## config.mk

```make
export PLATFORM = sky130hd
export DESIGN_NAME = ft_rx_deframer
export DESIGN_NICKNAME = d
export VERILOG_FILES = /design/src/rtl/ft_rx_deframer.sv
export SDC_FILE = /design/constraint.sdc
export NUM_CORES = 1
export LEC_CHECK = 0
export BUFFER_PORTS_ARGS = -buffer_cell sky130_fd_sc_hd__buf_2
export CORE_AREA = 2 2 115 117
export CTS_BUF_LIST = sky130_fd_sc_hd__clkbuf_4 sky130_fd_sc_hd__clkbuf_8
export DETAILED_ROUTE_END_ITERATION = 8
export DIE_AREA = 0 0 117 119
export PLACE_DENSITY = 0.63
export SLEW_MARGIN = 40
export SYNTH_ARGS = -nofsm -noshare
export SYNTH_HDL_FRONTEND = slang
export SYNTH_SLANG_ARGS = --single-unit
```

## constraint.sdc

```tcl
create_clock -name clk -period 3.1 [get_ports clk]
set_input_delay 0.465 -clock clk [delete_from_list [all_inputs] [get_ports clk]]
set_output_delay 0.465 -clock clk [all_outputs]
set_load 0.02 [all_outputs]
```

## src/rtl/ft_rx_deframer.sv

```systemverilog
// Deframer for the FT60x bridge RX FIFO: hunts SYNC, parses LEN + payload + additive CSUM,
// streams payload on valid/ready and keeps saturating good/error frame counters.
module ft_rx_deframer #(
    parameter int          BUS_WIDTH = 16,
    parameter int          MAX_LEN   = 1024,
    parameter logic [15:0] SYNC_WORD = 16'hA55A,
    parameter int          TIMEOUT   = 4096
) (
    input  logic                   clk,
    input  logic                   rst_n,
    input  logic [BUS_WIDTH-1:0]   ui_dout,
    input  logic [BUS_WIDTH/8-1:0] ui_dout_be,
    input  logic                   ui_dout_empty,
    output logic                   ui_dout_get,
    output logic [BUS_WIDTH-1:0]   m_data,
    output logic [BUS_WIDTH/8-1:0] m_be,
    output logic                   m_last,
    output logic                   m_valid,
    input  logic                   m_ready,
    output logic                   frame_done,
    output logic                   err_csum,
    output logic                   err_len,
    output logic                   err_timeout,
    output logic [15:0]            cnt_ok,
    output logic [15:0]            cnt_err,
    output logic [1:0]             state
);

    localparam int BW = BUS_WIDTH / 8;
    localparam int TW = (TIMEOUT > 2) ? $clog2(TIMEOUT) : 1;
    localparam logic [BUS_WIDTH-1:0] SYNC    = BUS_WIDTH'(SYNC_WORD);
    localparam logic [BUS_WIDTH-1:0] LEN_MAX = BUS_WIDTH'(MAX_LEN);
    // Registered pulse lands exactly TIMEOUT cycles after the last pop cycle.
    localparam logic [TW-1:0]        TMO_LAST = TW'(TIMEOUT - 2);

    typedef enum logic [1:0] {HUNT = 2'd0, LEN = 2'd1, PAYLOAD = 2'd2, CSUM = 2'd3} state_t;

    state_t                 state_q, state_n;
    logic [15:0]            remaining;
    logic [BUS_WIDTH-1:0]   sum;
    logic [TW-1:0]          tmo_cnt;
    logic                   be_full;
    logic                   done_n, csum_err_n, len_err_n, tmo_n, any_err_n;

    assign be_full   = &ui_dout_be;
    assign any_err_n = csum_err_n | len_err_n | tmo_n;
    assign state     = state_q;

    // m_valid/m_ready: a word transfers on a cycle where both are high; while m_valid
    // is high and m_ready low, m_data/m_be/m_last hold and no payload word is popped.
    always_comb begin
        ui_dout_get = 1'b0;
        state_n     = state_q;
        done_n      = 1'b0;
        csum_err_n  = 1'b0;
        len_err_n   = 1'b0;
        tmo_n       = 1'b0;
        if (rst_n) begin
            if (state_q == PAYLOAD) ui_dout_get = !ui_dout_empty && (!m_valid || m_ready);
            else                    ui_dout_get = !ui_dout_empty;
        end
        case (state_q)
            HUNT: if (ui_dout_get && ui_dout == SYNC && be_full) state_n = LEN;
            LEN: if (ui_dout_get) begin
                if (!be_full || ui_dout == '0 || ui_dout > LEN_MAX) begin
                    len_err_n = 1'b1;
                    state_n   = HUNT;
                end else begin
                    state_n = PAYLOAD;
                end
            end
            PAYLOAD: if (ui_dout_get && remaining == 16'd1) state_n = CSUM;
            CSUM: if (ui_dout_get) begin
                done_n     = 1'b1;
                csum_err_n = (ui_dout != sum);
                state_n    = HUNT;
            end
            default: state_n = HUNT;
        endcase
        if (state_q != HUNT && !ui_dout_get && tmo_cnt == TMO_LAST) begin
            tmo_n   = 1'b1;
            state_n = HUNT;
        end
    end

    always_ff @(posedge clk or negedge rst_n) begin
        if (!rst_n) begin
            state_q     <= HUNT;
            remaining   <= '0;
            sum         <= '0;
            tmo_cnt     <= '0;
            frame_done  <= 1'b0;
            err_csum    <= 1'b0;
            err_len     <= 1'b0;
            err_timeout <= 1'b0;
            cnt_ok      <= '0;
            cnt_err     <= '0;
        end else begin
            state_q     <= state_n;
            frame_done  <= done_n;
            err_csum    <= csum_err_n;
            err_len     <= len_err_n;
            err_timeout <= tmo_n;
            if (ui_dout_get || state_q == HUNT || tmo_n) tmo_cnt <= '0;
            else                                          tmo_cnt <= tmo_cnt + TW'(1);
            if (state_q == LEN && state_n == PAYLOAD) begin
                remaining <= ui_dout[15:0];
                sum       <= '0;
            end else if (state_q == PAYLOAD && ui_dout_get) begin
                remaining <= remaining - 16'd1;
                sum       <= sum + ui_dout;
            end
            if (done_n && !csum_err_n && cnt_ok != 16'hFFFF) cnt_ok <= cnt_ok + 16'd1;
            if (any_err_n && cnt_err != 16'hFFFF)              cnt_err <= cnt_err + 16'd1;
        end
    end

    // Output register drains on its own, independent of the parser state.
    always_ff @(posedge clk or negedge rst_n) begin
        if (!rst_n) begin
            m_valid <= 1'b0;
            m_last  <= 1'b0;
            m_data  <= '0;
            m_be    <= '0;
        end else if (state_q == PAYLOAD && ui_dout_get) begin
            m_valid <= 1'b1;
            m_last  <= (remaining == 16'd1);
            m_data  <= ui_dout;
            m_be    <= ui_dout_be;
        end else if (m_ready) begin
            m_valid <= 1'b0;
        end
    end

endmodule

```

# After elaboration in Yosys (flattened, before gate mapping)
# Index checks and enable logic that the tools add are counted.
# totals
out_inout_bits,59
wordCells,83
reg_bits,102
# op_classes
n_addsub,5
n_bitwise,2
muxes,24
n_eq_ne,10
order_cmp,1
reduce_logical,27
# op_table
op,n
16-bit 2-to-1 mux,4
16-bit by 1-bit adder with 16-bit output (second input constant),2
16-bit inequality test (second input constant),2
16-bit adder,1
16-bit by 1-bit == test with 1-bit output (second input constant),1
16-bit == test (second input constant),1
16-bit by 11-bit greater-than comparator with 1-bit output (second input constant),1
16-bit zero test,1
16-bit inequality test,1
16-bit by 1-bit subtractor with 16-bit output (second input constant),1
12-bit by 1-bit adder with 12-bit output (second input constant),1
12-bit == test (second input constant),1
1-bit 2-to-1 mux,12
12-bit 2-to-1 mux,1
2-bit 2-to-1 mux,6
1-bit logical AND,11
2-bit one-hot mux with 4 select lines,1
2-bit == test (second input constant),3
2-bit nonzero test,3
1-bit zero test,5
1-bit logical OR,5
2-bit by 1-bit == test with 1-bit output (second input constant),1
2-bit zero test,1
1-bit bitwise OR,2
2-bit AND reduction,1

# Depth between registers and ports, before layout
# Gate-level depths: netlist of the first run.
# logic_depth
depth_word,13
depth_mapped,9
mapped_depth_nobuf,8

# Worst setup path before layout of the first run
# OpenSTA, ideal clock, no wires.
# synth_timing
path_kind,input to register
from,in ui_dout[0]
to,reg sum[14]
setup_time_ps,122
stages,8
arrival_ps,2415
path_slack_ps,563
cell_sequence,ha_1 fa_1 a211o_1 a21oi_1 or3_1 a211oi_1 or3_1 a32o_1
# synth_via
elab_chain_len,10
# synth_rtl
element,line_no,rtl
from (decl),11,"input logic [BUS_WIDTH-1:0] ui_dout,"
"parallel branches: the longest is 10 deep, another holds 16-bit by 11-bit greater-than comparator with 1-bit output",n/a,
to (signal assigned),111,sum <= sum + ui_dout;
to (decl),40,logic [BUS_WIDTH-1:0] sum;
# Parallel ways; which one is timed is not known. The select of a mux whose other input is x is not followed.
# A chain may end at the register's enable or synchronous reset.

# Final worst setup path of the first run
# layout_timing
from,reg sum[0]
to,reg sum[14]
# layout_via
elab_chain_len,3
# layout_rtl
element,line_no,rtl
16-bit adder,111,
16-bit 2-to-1 mux,109,end else if (state_q == PAYLOAD && ui_dout_get) begin
16-bit 2-to-1 mux,106,if (state_q == LEN && state_n == PAYLOAD) begin
# No other way between the ends. The select of a mux whose other input is x is not followed.

==> results of run 1 <==
[sequential cells by signal (all words and copies together), names as in the netlist]
signal,cells
m_last,1
err_csum,1
m_valid,1
tmo_cnt,12
remaining,16
m_data,16
m_be,2
state,2
err_len,1
frame_done,1
sum,16
cnt_ok,16
cnt_err,16
err_timeout,1
[layer usage]
layer	track usage (%)	vias up	wire, um
li1	-	2303	-
met1	29.75	2290	6416
met2	32.88	97	6652
met3	4.733	20	619
met4	6.691	0	272
met5	0	-	0
[cell type report]
cell class | instances | area share, %
Clock buffer | 9 | 1.924
Clock inverter | 7 | 1.866
Inverter | 13 | 0.7580
Multi-Input combinational cell | 467 | 44.06
Sequential cell | 102 | 39.65
Tap cell | 176 | 3.421
Timing Repair Buffer | 94 | 8.319
[worst max-delay path: stages (launching register included)]
cell and delay, ps:
dfrtp_1 400, ha_1 220, fa_1 430, a211o_1 340
a21oi_1 280, or3_1 190, a211oi_1 80, or3_1 370
a32o_1 240
[report_power, final]
| group | internal (mW) | leakage [nW] | switching, mW |
|---|---|---|---|
| Combinational | 0.101 | 1.65 | 0.174 |
| Sequential | 1.36 | 1.39 | 0.0212 |
| Clock | 0.539 | 0.120 | 0.481 |
[synth_stat cells, types with 15 or more instances]
cell	count	area share, %
o21ai_0	28	2.5
clkbuf_1	17	1.2
nor4_1	20	2.3
nand2_1	118	8.1
nand4_1	15	1.7
nor2_1	51	3.5
xor2_1	27	4.3
xnor2_1	24	3.8
dfrtp_1	102	46
nand3_1	25	2.3
a21oi_1	27	2.5
ha_1	21	4.8
[placed cells by master, fill, tap and decap left out, types with 4 or more instances in the layout]
cell	n
nand3_1	25
and3_1	6
xor2_1	27
inv_1	13
a21o_1	6
ha_1	21
buf_4	12
nor2_1	51
nor3_1	12
o21a_1	5
nor4_1	20
a211oi_1	8
o211ai_1	7
buf_2	79
nand2_1	118
dfrtp_1	102
clkbuf_8	9
nand2b_1	7
a21oi_1	27
o21ai_0	28
mux2_2	4
xnor2_1	24
and4_1	10
nand4_1	15
[cell families after synthesis]
logic type      Yosys count  synth area share (%)
compound gates          100                 11.62
xor+xnor                 51                 8.121
fa+ha+maj                22                 5.141
buf+inv                  32                 2.206
flops                   102                 46.41
mux                       5                 1.001
simple gates            289                 25.50
[repair_timing]
action,in CTS,in global routing
setup buffers,0,0
hold buffers,1,0
hold endpoints to repair,1,0
[stage by stage]
stage	power, mW	hold slack (ps)	cell area, um^2	setup slack (ps)
after floorplan	1.565	169.4	5500	563.4
after global placement	1.671	275.0	6183	275.7
after detailed placement	1.679	281.8	6183	239.8
after CTS	2.708	293.2	6437	469.9
after global routing	2.802	304.5	6437	302.9
final	2.673	311.2	6437	439.9
[worst paths after layout]
path / start / to / slack [ps] / cells past startpoint
max: sum[0] / sum[14] / 440 / 8
min: ui_dout[12] / m_data[12] / 310 / 3
max reg2reg: sum[0] / sum[14] / 440 / 8
min reg2reg: m_data[15] / m_data[15] / 480 / 2
max in group asynchronous: rst_n / m_data[2] / 1210 / 4
min in group asynchronous: rst_n / state[1] / 410 / 2
==> key figures, run 1 <==
Place
  – Dpl cells: ~850
  – Post-DP HPWL: ~10 mm
  – RD Place Congestion: approximately 0.9
  – # port buffers: 80

CTS
  – CTS Buffer Depth: 2
  – CTS clock-pin slew for the worst setup and hold paths: around 100 ps
  – Sink Count: ~100
  – TritonCTS clock tree: done
  – Skew-Pair Late Insertion Delay: about 400 ps
  – Root Driver: clkbuf_8
  – CTS resizes: 0
  – H-tree lvl count: 3
  – CTS buffer count: 9

Floorplanning
  – Die Span Y: 119 um
  – FP Rows: 42
  – Die area: 13920 um^2
  – I/O pin count: roughly 80
  – Core area: ~13000 um^2
  – Die Wd: roughly 120 um
  – Initial Util: 42.72%

Logic synthesis
  – Main synth FF type: dfrtp_1
  – Async S/R FF share, synth: 100.0%
  – Mapped Cells: approximately 600
  – Post-synthesis sequential area ratio: a little under half
  – Mapped Area: around 5500 um^2
  – Number of flops mapped to enable cells by yosys: 0
  – Yosys cell types: 53
  – Syn nets: approximately 650
  – Synth Register Bits: slightly above 100
  – Ys Warns: 0
  – Mean Syn Cell Area: around 9.2 um^2

Route
  – Detail Route Antenna Nets: 0
  – Via density: between 5 and 6
  – DRC violations left: 0
  – TritonRoute pass-1 iters: 4
  – Vias: between 4k and 5k
  – Post-Route WL: between 10 and 15 mm
  – First DRT Iteration DRCs: about 330
  – DR WL/cell: 16.08 um

Power
  – Leak pwr: approximately 3.2 nW
  – Peak VDD IR: approximately 0.38 mV
  – Power per cell area: slightly above 400 nW/um^2

STA
  – TNS Setup: 0 ps
  – Tmin final: 2660 ps
  – Fin Clk Skew: 11.19 ps
  – Worst-margin pin slew: roughly 680 ps
  – Slew margin rel.: 54.95%
  – Final-report hold violation count: 0
  – Final critical-path share of the clock period: 85.81%
  – Max Fclk: around 380 MHz
  – Slew Limit Fails: 0
  – Setup violators final: 0
  – RSZ-0062 raised after global routing: no

Worst setup path
  – Worst Setup Path Type: register to register
  – Startpoint types: register
  – Worst Path Required: roughly 3400 ps
  – CP arrival: around 3000 ps
  – Crit-path max FO: 4
  – Crit end category: register

Cells and area
  – Non-filler cells, final: 868
  – Antenna diode count: 0
  – Proportion of layout cells with a drive suffix above 1: 17.49%
  – Final core utilization: between 50% and 60%
  – Register area: between 2000 and 3000 um^2
  – Syn-to-layout area delta: 17.04%
  – Number of fill cells in the layout: 1218
  – Nets@finish: around 730
  – Area of the multi-input gates: around 2800 um^2

Worst hold path
  – Hold Path Class: primary input to register

Global route
  – Total track usage: between 20% and 30%
  – First-pass GRT wire length: roughly 23 mm
  – Initial antenna violation count: 0
  – Largest net degree at the start of global routing: 53
  – Number of global-route vias before repair: 4572
  – Total grt overflow: 0

Status
  – Status: finished clean

Flow run
  – Max Cap Violations: 0
No activity file was read; power rests on OpenSTA's default activity.
==> run 2: changes to the inputs <==
--- a/config.mk
+++ b/config.mk
@@ -6,10 +6,10 @@
 export NUM_CORES = 1
 export LEC_CHECK = 0
 export BUFFER_PORTS_ARGS = -buffer_cell sky130_fd_sc_hd__buf_2
-export CORE_AREA = 2 2 115 117
+export CORE_AREA = 2 2 83 164
 export CTS_BUF_LIST = sky130_fd_sc_hd__clkbuf_4 sky130_fd_sc_hd__clkbuf_8
 export DETAILED_ROUTE_END_ITERATION = 8
-export DIE_AREA = 0 0 117 119
+export DIE_AREA = 0 0 85 166
 export PLACE_DENSITY = 0.63
 export SLEW_MARGIN = 40
 export SYNTH_ARGS = -nofsm -noshare
==> key figures, run 2 (synthesis results as in run 1) <==
STA
  – Max Fclk: 377.9 MHz
  – Worst-margin pin slew: 714.4 ps
  – Final critical-path share of the clock period: 85.36%
  – Slew Limit Fails: 0
  – Setup violators final: 0
  – Slew margin rel.: a little over half
  – Tmin final: approximately 2600 ps
  – Slack of the critical path: 453.9 ps
  – TNS Setup: 0 ps
  – Final-report hold violation count: 0
  – RSZ-0062 raised after global routing: no
  – Fin Clk Skew: between 15 and 20 ps

Worst setup path
  – Most used cell, CP: or3_1
  – Worst R2R Setup Slack: between 400 and 500 ps
  – Crit-path max cell delay: ~430 ps
  – Register-to-Register Path Depth: 8
  – Crit path cell chain: ha_1, fa_1, a211o_1, a21oi_1, or3_1, a211oi_1, or3_1, a32o_1
  – Worst Path Required: between 3000 and 4000 ps
  – Startpoint types: register
  – Worst Setup Path Type: register to register
  – Crit end category: register
  – Worst R2R End: sum[14]
  – Crit-path max FO: 4
  – CP max stage cell: fa_1
  – Reg-to-reg startpoint: sum[0]
  – CP arrival: between 2000 and 3000 ps

Place
  – Placed cell areas: around 6100 um^2
  – Post-DP HPWL: approximately 11 mm
  – # port buffers: 80
  – Setup WS pre-CTS: 235.2 ps
  – RD Place Congestion: just under 0.9

CTS
  – Post-CTS Setup Bufs: 0
  – CTS buffer count: 9
  – Skew-Pair Late Insertion Delay: approximately 380 ps
  – CTS Buffer Depth: 2
  – TritonCTS clock tree: done
  – CTS clock-pin slew for the worst setup and hold paths: ~110 ps
  – H-tree lvl count: 3
  – CTS resizes: 0
  – Hold_buf cts: 0
  – Root Driver: clkbuf_8
  – Sink Count: 102

Cells and area
  – Syn-to-layout area delta: 15.06%
  – Most common cell after layout, fill and taps aside: nand2_1
  – Number of fill cells in the layout: ~1.3k
  – Finished Cell Area: ~6300 um^2
  – Proportion of layout cells with a drive suffix above 1: roughly 18%
  – Commonest cells after routing, fill and taps aside: nand2_1 (118), dfrtp_1 (102), buf_2 (79)
  – Antenna diode count: 0
  – Nets@finish: 730

Global route
  – Largest net degree at the start of global routing: between 50 and 60
  – Total track usage: a little over a fifth
  – Total grt overflow: 0
  – Initial antenna violation count: 0
  – First-pass GRT wire length: about 24 mm
  – Number of global-route vias before repair: about 4.9k

Route
  – First DRT Iteration DRCs: around 330
  – DR WL/cell: about 17 um
  – DRC violations left: 0
  – Detail Route Antenna Nets: 0
  – Via density: about 5.6
  – TritonRoute pass-1 iters: 4
  – Post-Route WL: 14.60 mm
  – Vias: around 4.8k

Flow run
  – Max Cap Violations: 0

Floorplanning
  – Initial Util: between 40% and 50%
  – Die Span Y: 166 um
  – FP Rows: between 50 and 60
  – Core area: between 10000 and 15000 um^2
  – I/O pin count: 81
  – Die Wd: 85 um
  – Die area: ~14000 um^2

Power
  – Power per cell area: approximately 400 nW/um^2
  – Tot Pwr: 2.489 mW
  – Peak VDD IR: between 0.2 and 0.25 mV
  – Leak pwr: 3.125 nW

Worst hold path
  – Hold Path Class: primary input to async pin

Status
  – Status: finished clean
-- run 2: layer usage --
metal	up-vias	GRT usage, %	wire (um)
li1	2292	-	-
met1	2308	23.43	5569
met2	114	38.59	7726
met3	44	3.429	485
met4	0	10.84	815
met5	-	0	0
-- run 2: cell type report --
cell class | count | area [um^2] | share of cell area [%]
tap | 152 | 190.2 | 3.005
multi-input combinational | 467 | 2836 | 44.82
inverter | 13 | 48.80 | 0.7711
clock inverter | 6 | 50.05 | 0.7908
clock buffer | 10 | 137.6 | 2.175
sequential | 102 | 2552 | 40.33
timing repair buffer | 93 | 513.0 | 8.106
-- run 2: worst max path at each step --
stage	start	endpoint	slack, ps
6_report	sum[0]	sum[14]	450
5_1_grt	sum[0]	sum[14]	320
4_1_cts	sum[0]	sum[14]	450
3_5_place_dp	ui_dout[0]	sum[14]	240
3_3_place_gp	ui_dout[0]	sum[14]	260
2_1_floorplan	ui_dout[0]	sum[14]	560
-- run 2: stage by stage --
step / hold slack [ps] / util [%] / std cells
2_1_floorplan: 169.4 / - / 601
5_1_grt: 264.2 / 48.99 / 843
6_report: 212.2 / 48.99 / 843
3_3_place_gp: 453.1 / 47.54 / 827
4_1_cts: 224.6 / 48.99 / 843
3_5_place_dp: 458.6 / 47.54 / 827
-- run 2: power by group --
part | switching [mW] | internal (mW) | total (mW)
clock network | 0.504 | 0.327 | 0.831
registers | 0.0219 | 1.36 | 1.38
logic | 0.178 | 0.0998 | 0.278
-- run 2: critical path: cells and delay by family (launching register included) --
| family | cells | cell delay, ps |
|---|---|---|
| compound gates | 4 | 940 |
| fa+ha+maj | 2 | 650 |
| simple gates | 2 | 560 |
| flops | 1 | 390 |
==> run 3: changes to the inputs <==
--- a/config.mk
+++ b/config.mk
@@ -10,6 +10,7 @@
 export CTS_BUF_LIST = sky130_fd_sc_hd__clkbuf_4 sky130_fd_sc_hd__clkbuf_8
 export DETAILED_ROUTE_END_ITERATION = 8
 export DIE_AREA = 0 0 85 166
+export MAX_ROUTING_LAYER = met4
 export PLACE_DENSITY = 0.63
 export SLEW_MARGIN = 40
 export SYNTH_ARGS = -nofsm -noshare
==> key figures, run 3 (synthesis results as in run 1) <==
STA
  – Final-report hold violation count: 0
  – Slew Limit Fails: 0
  – Slew margin rel.: slightly above 50%
  – Tmin final: 2694 ps
  – Final critical-path share of the clock period: between 80 and 90%
  – RSZ-0062 raised after global routing: no
  – Slack of the critical path: around 410 ps
  – Fin Clk Skew: 16.01 ps
  – Setup violators final: 0
  – TNS Setup: 0 ps
  – Worst hold slack: 153.5 ps
  – Worst-margin pin slew: between 700 and 800 ps
  – Max Fclk: ~370 MHz

CTS
  – Skew-Pair Late Insertion Delay: 380 ps
  – CTS resizes: 0
  – Hold_buf cts: 0
  – CTS buffer count: 9
  – Root Driver: clkbuf_8
  – Post-CTS Setup Bufs: 0
  – CTS clock-pin slew for the worst setup and hold paths: between 100 and 150 ps
  – CTS Buffer Depth: 2
  – TritonCTS clock tree: done
  – H-tree lvl count: 3
  – Sink Count: roughly 100

Power
  – Power per cell area: between 300 and 400 nW/um^2
  – Tot Pwr: 2.511 mW
  – Leak pwr: 3.133 nW
  – Peak VDD IR: approximately 0.21 mV

Status
  – Status: finished clean

Cells and area
  – Commonest cells after routing, fill and taps aside: nand2_1 (118), dfrtp_1 (102), buf_2 (79)
  – Area of the multi-input gates: ~2800 um^2
  – Most common cell after layout, fill and taps aside: nand2_1
  – Number of fill cells in the layout: 1234
  – Antenna diode count: 0
  – Syn-to-layout area delta: 15.29%
  – Proportion of layout cells with a drive suffix above 1: approximately 18%
  – Nets@finish: 730
  – Register area: about 2600 um^2

Worst setup path
  – Worst Path Required: between 3000 and 4000 ps
  – CP max stage cell: fa_1
  – Crit end category: register
  – Crit-path max cell delay: between 400 and 500 ps
  – Startpoint types: register
  – Worst R2R Setup Slack: ~410 ps
  – WP buf/inv: 0
  – CP arrival: around 3000 ps
  – Most used cell, CP: or3_1
  – Worst R2R End: sum[14]
  – Worst Setup Path Type: register to register
  – Crit-path max FO: 4
  – Reg-to-reg startpoint: sum[0]
  – CP top delay family: compound AO/OA/AOI/OAI gates
  – Register-to-Register Path Depth: 8
  – Crit path cell chain: ha_1, fa_1, a211o_1, a21oi_1, or3_1, a211oi_1, or3_1, a32o_1

Flow run
  – Max Cap Violations: 0

Place
  – Post-DP HPWL: ~11 mm
  – RD Place Congestion: approximately 0.92
  – Setup WS pre-CTS: between 200 and 250 ps
  – # port buffers: 80

Route
  – DR WL/cell: 17.49 um
  – Detail Route Antenna Nets: 0
  – Via density: about 5.7
  – TritonRoute pass-1 iters: 5
  – DRC violations left: 0
  – First DRT Iteration DRCs: around 310
  – Post-Route WL: 14.75 mm
  – Vias: between 4k and 5k

Floorplanning
  – Die Wd: around 85 um
  – Core area: approximately 13000 um^2
  – FP Rows: 59
  – Die Span Y: approximately 170 um
  – Initial Util: a little over two fifths
  – I/O pin count: 81
  – Die area: 14110 um^2

Global route
  – Number of global-route vias before repair: roughly 4.7k
  – First-pass GRT wire length: 23.87 mm
  – Total track usage: a little over a fifth
  – Total grt overflow: 0
  – Largest net degree at the start of global routing: slightly above 60
  – Initial antenna violation count: 0

Worst hold path
  – Hold Path Class: primary input to async pin
run 3: changes by cell type in the layout (fill, tap and decap cells not counted):
| cell | change |
|---|---|
| buf_6 | +1 |
| clkinv_2 | -1 |
| inv_8 | +1 |
| clkinv_8 | +1 |
| clkbuf_8 | -1 |
| inv_6 | -1 |
| clkinv_4 | +1 |
| buf_4 | -1 |
run 3: power breakdown:
| group | total (mW) | internal (mW) | switching (mW) |
|---|---|---|---|
| registers | 1.38 | 1.36 | 0.0223 |
| clock network | 0.852 | 0.318 | 0.534 |
| logic | 0.279 | 0.100 | 0.179 |
| total | 2.51 | 1.78 | 0.736 |
run 3: cell type report:
| class | count | share of cell area [%] |
|---|---|---|
| Timing Repair Buffer | 93 | 8.149 |
| Multi-Input combinational cell | 467 | 44.73 |
| Clock buffer | 9 | 1.953 |
| Tap cell | 152 | 2.999 |
| Inverter | 13 | 0.7695 |
| Clock inverter | 7 | 1.144 |
| Sequential cell | 102 | 40.25 |
run 3: through the flow:
| step | util, % | area, um^2 | std cells |
|---|---|---|---|
| 2_1_floorplan | - | 5500 | 601 |
| 3_3_place_gp | 47.54 | 6141 | 827 |
| 3_5_place_dp | 47.54 | 6141 | 827 |
| 4_1_cts | 49.06 | 6337 | 843 |
| 5_1_grt | 49.08 | 6341 | 843 |
| 6_report | 49.08 | 6341 | 843 |
run 3: layer usage:
| layer | GRT usage, % | part of all wire [%] |
|---|---|---|
| met3 | 3.032 | 3.4 |
| met1 | 24.57 | 39 |
| met4 | 10.35 | 4.2 |
| met5 | - | 0 |
| met2 | 37.50 | 53 |
run 3: worst max-delay path by stage:
stage | start | end | slack (ps) | cells after the start
global placement | ui_dout[0] | sum[14] | 270 | 9
CTS | sum[0] | sum[14] | 450 | 8
floorplan | ui_dout[0] | sum[14] | 560 | 8
global route | sum[7] | sum[14] | 200 | 7
finish | sum[0] | sum[14] | 410 | 8
detailed placement | ui_dout[0] | sum[14] | 220 | 9
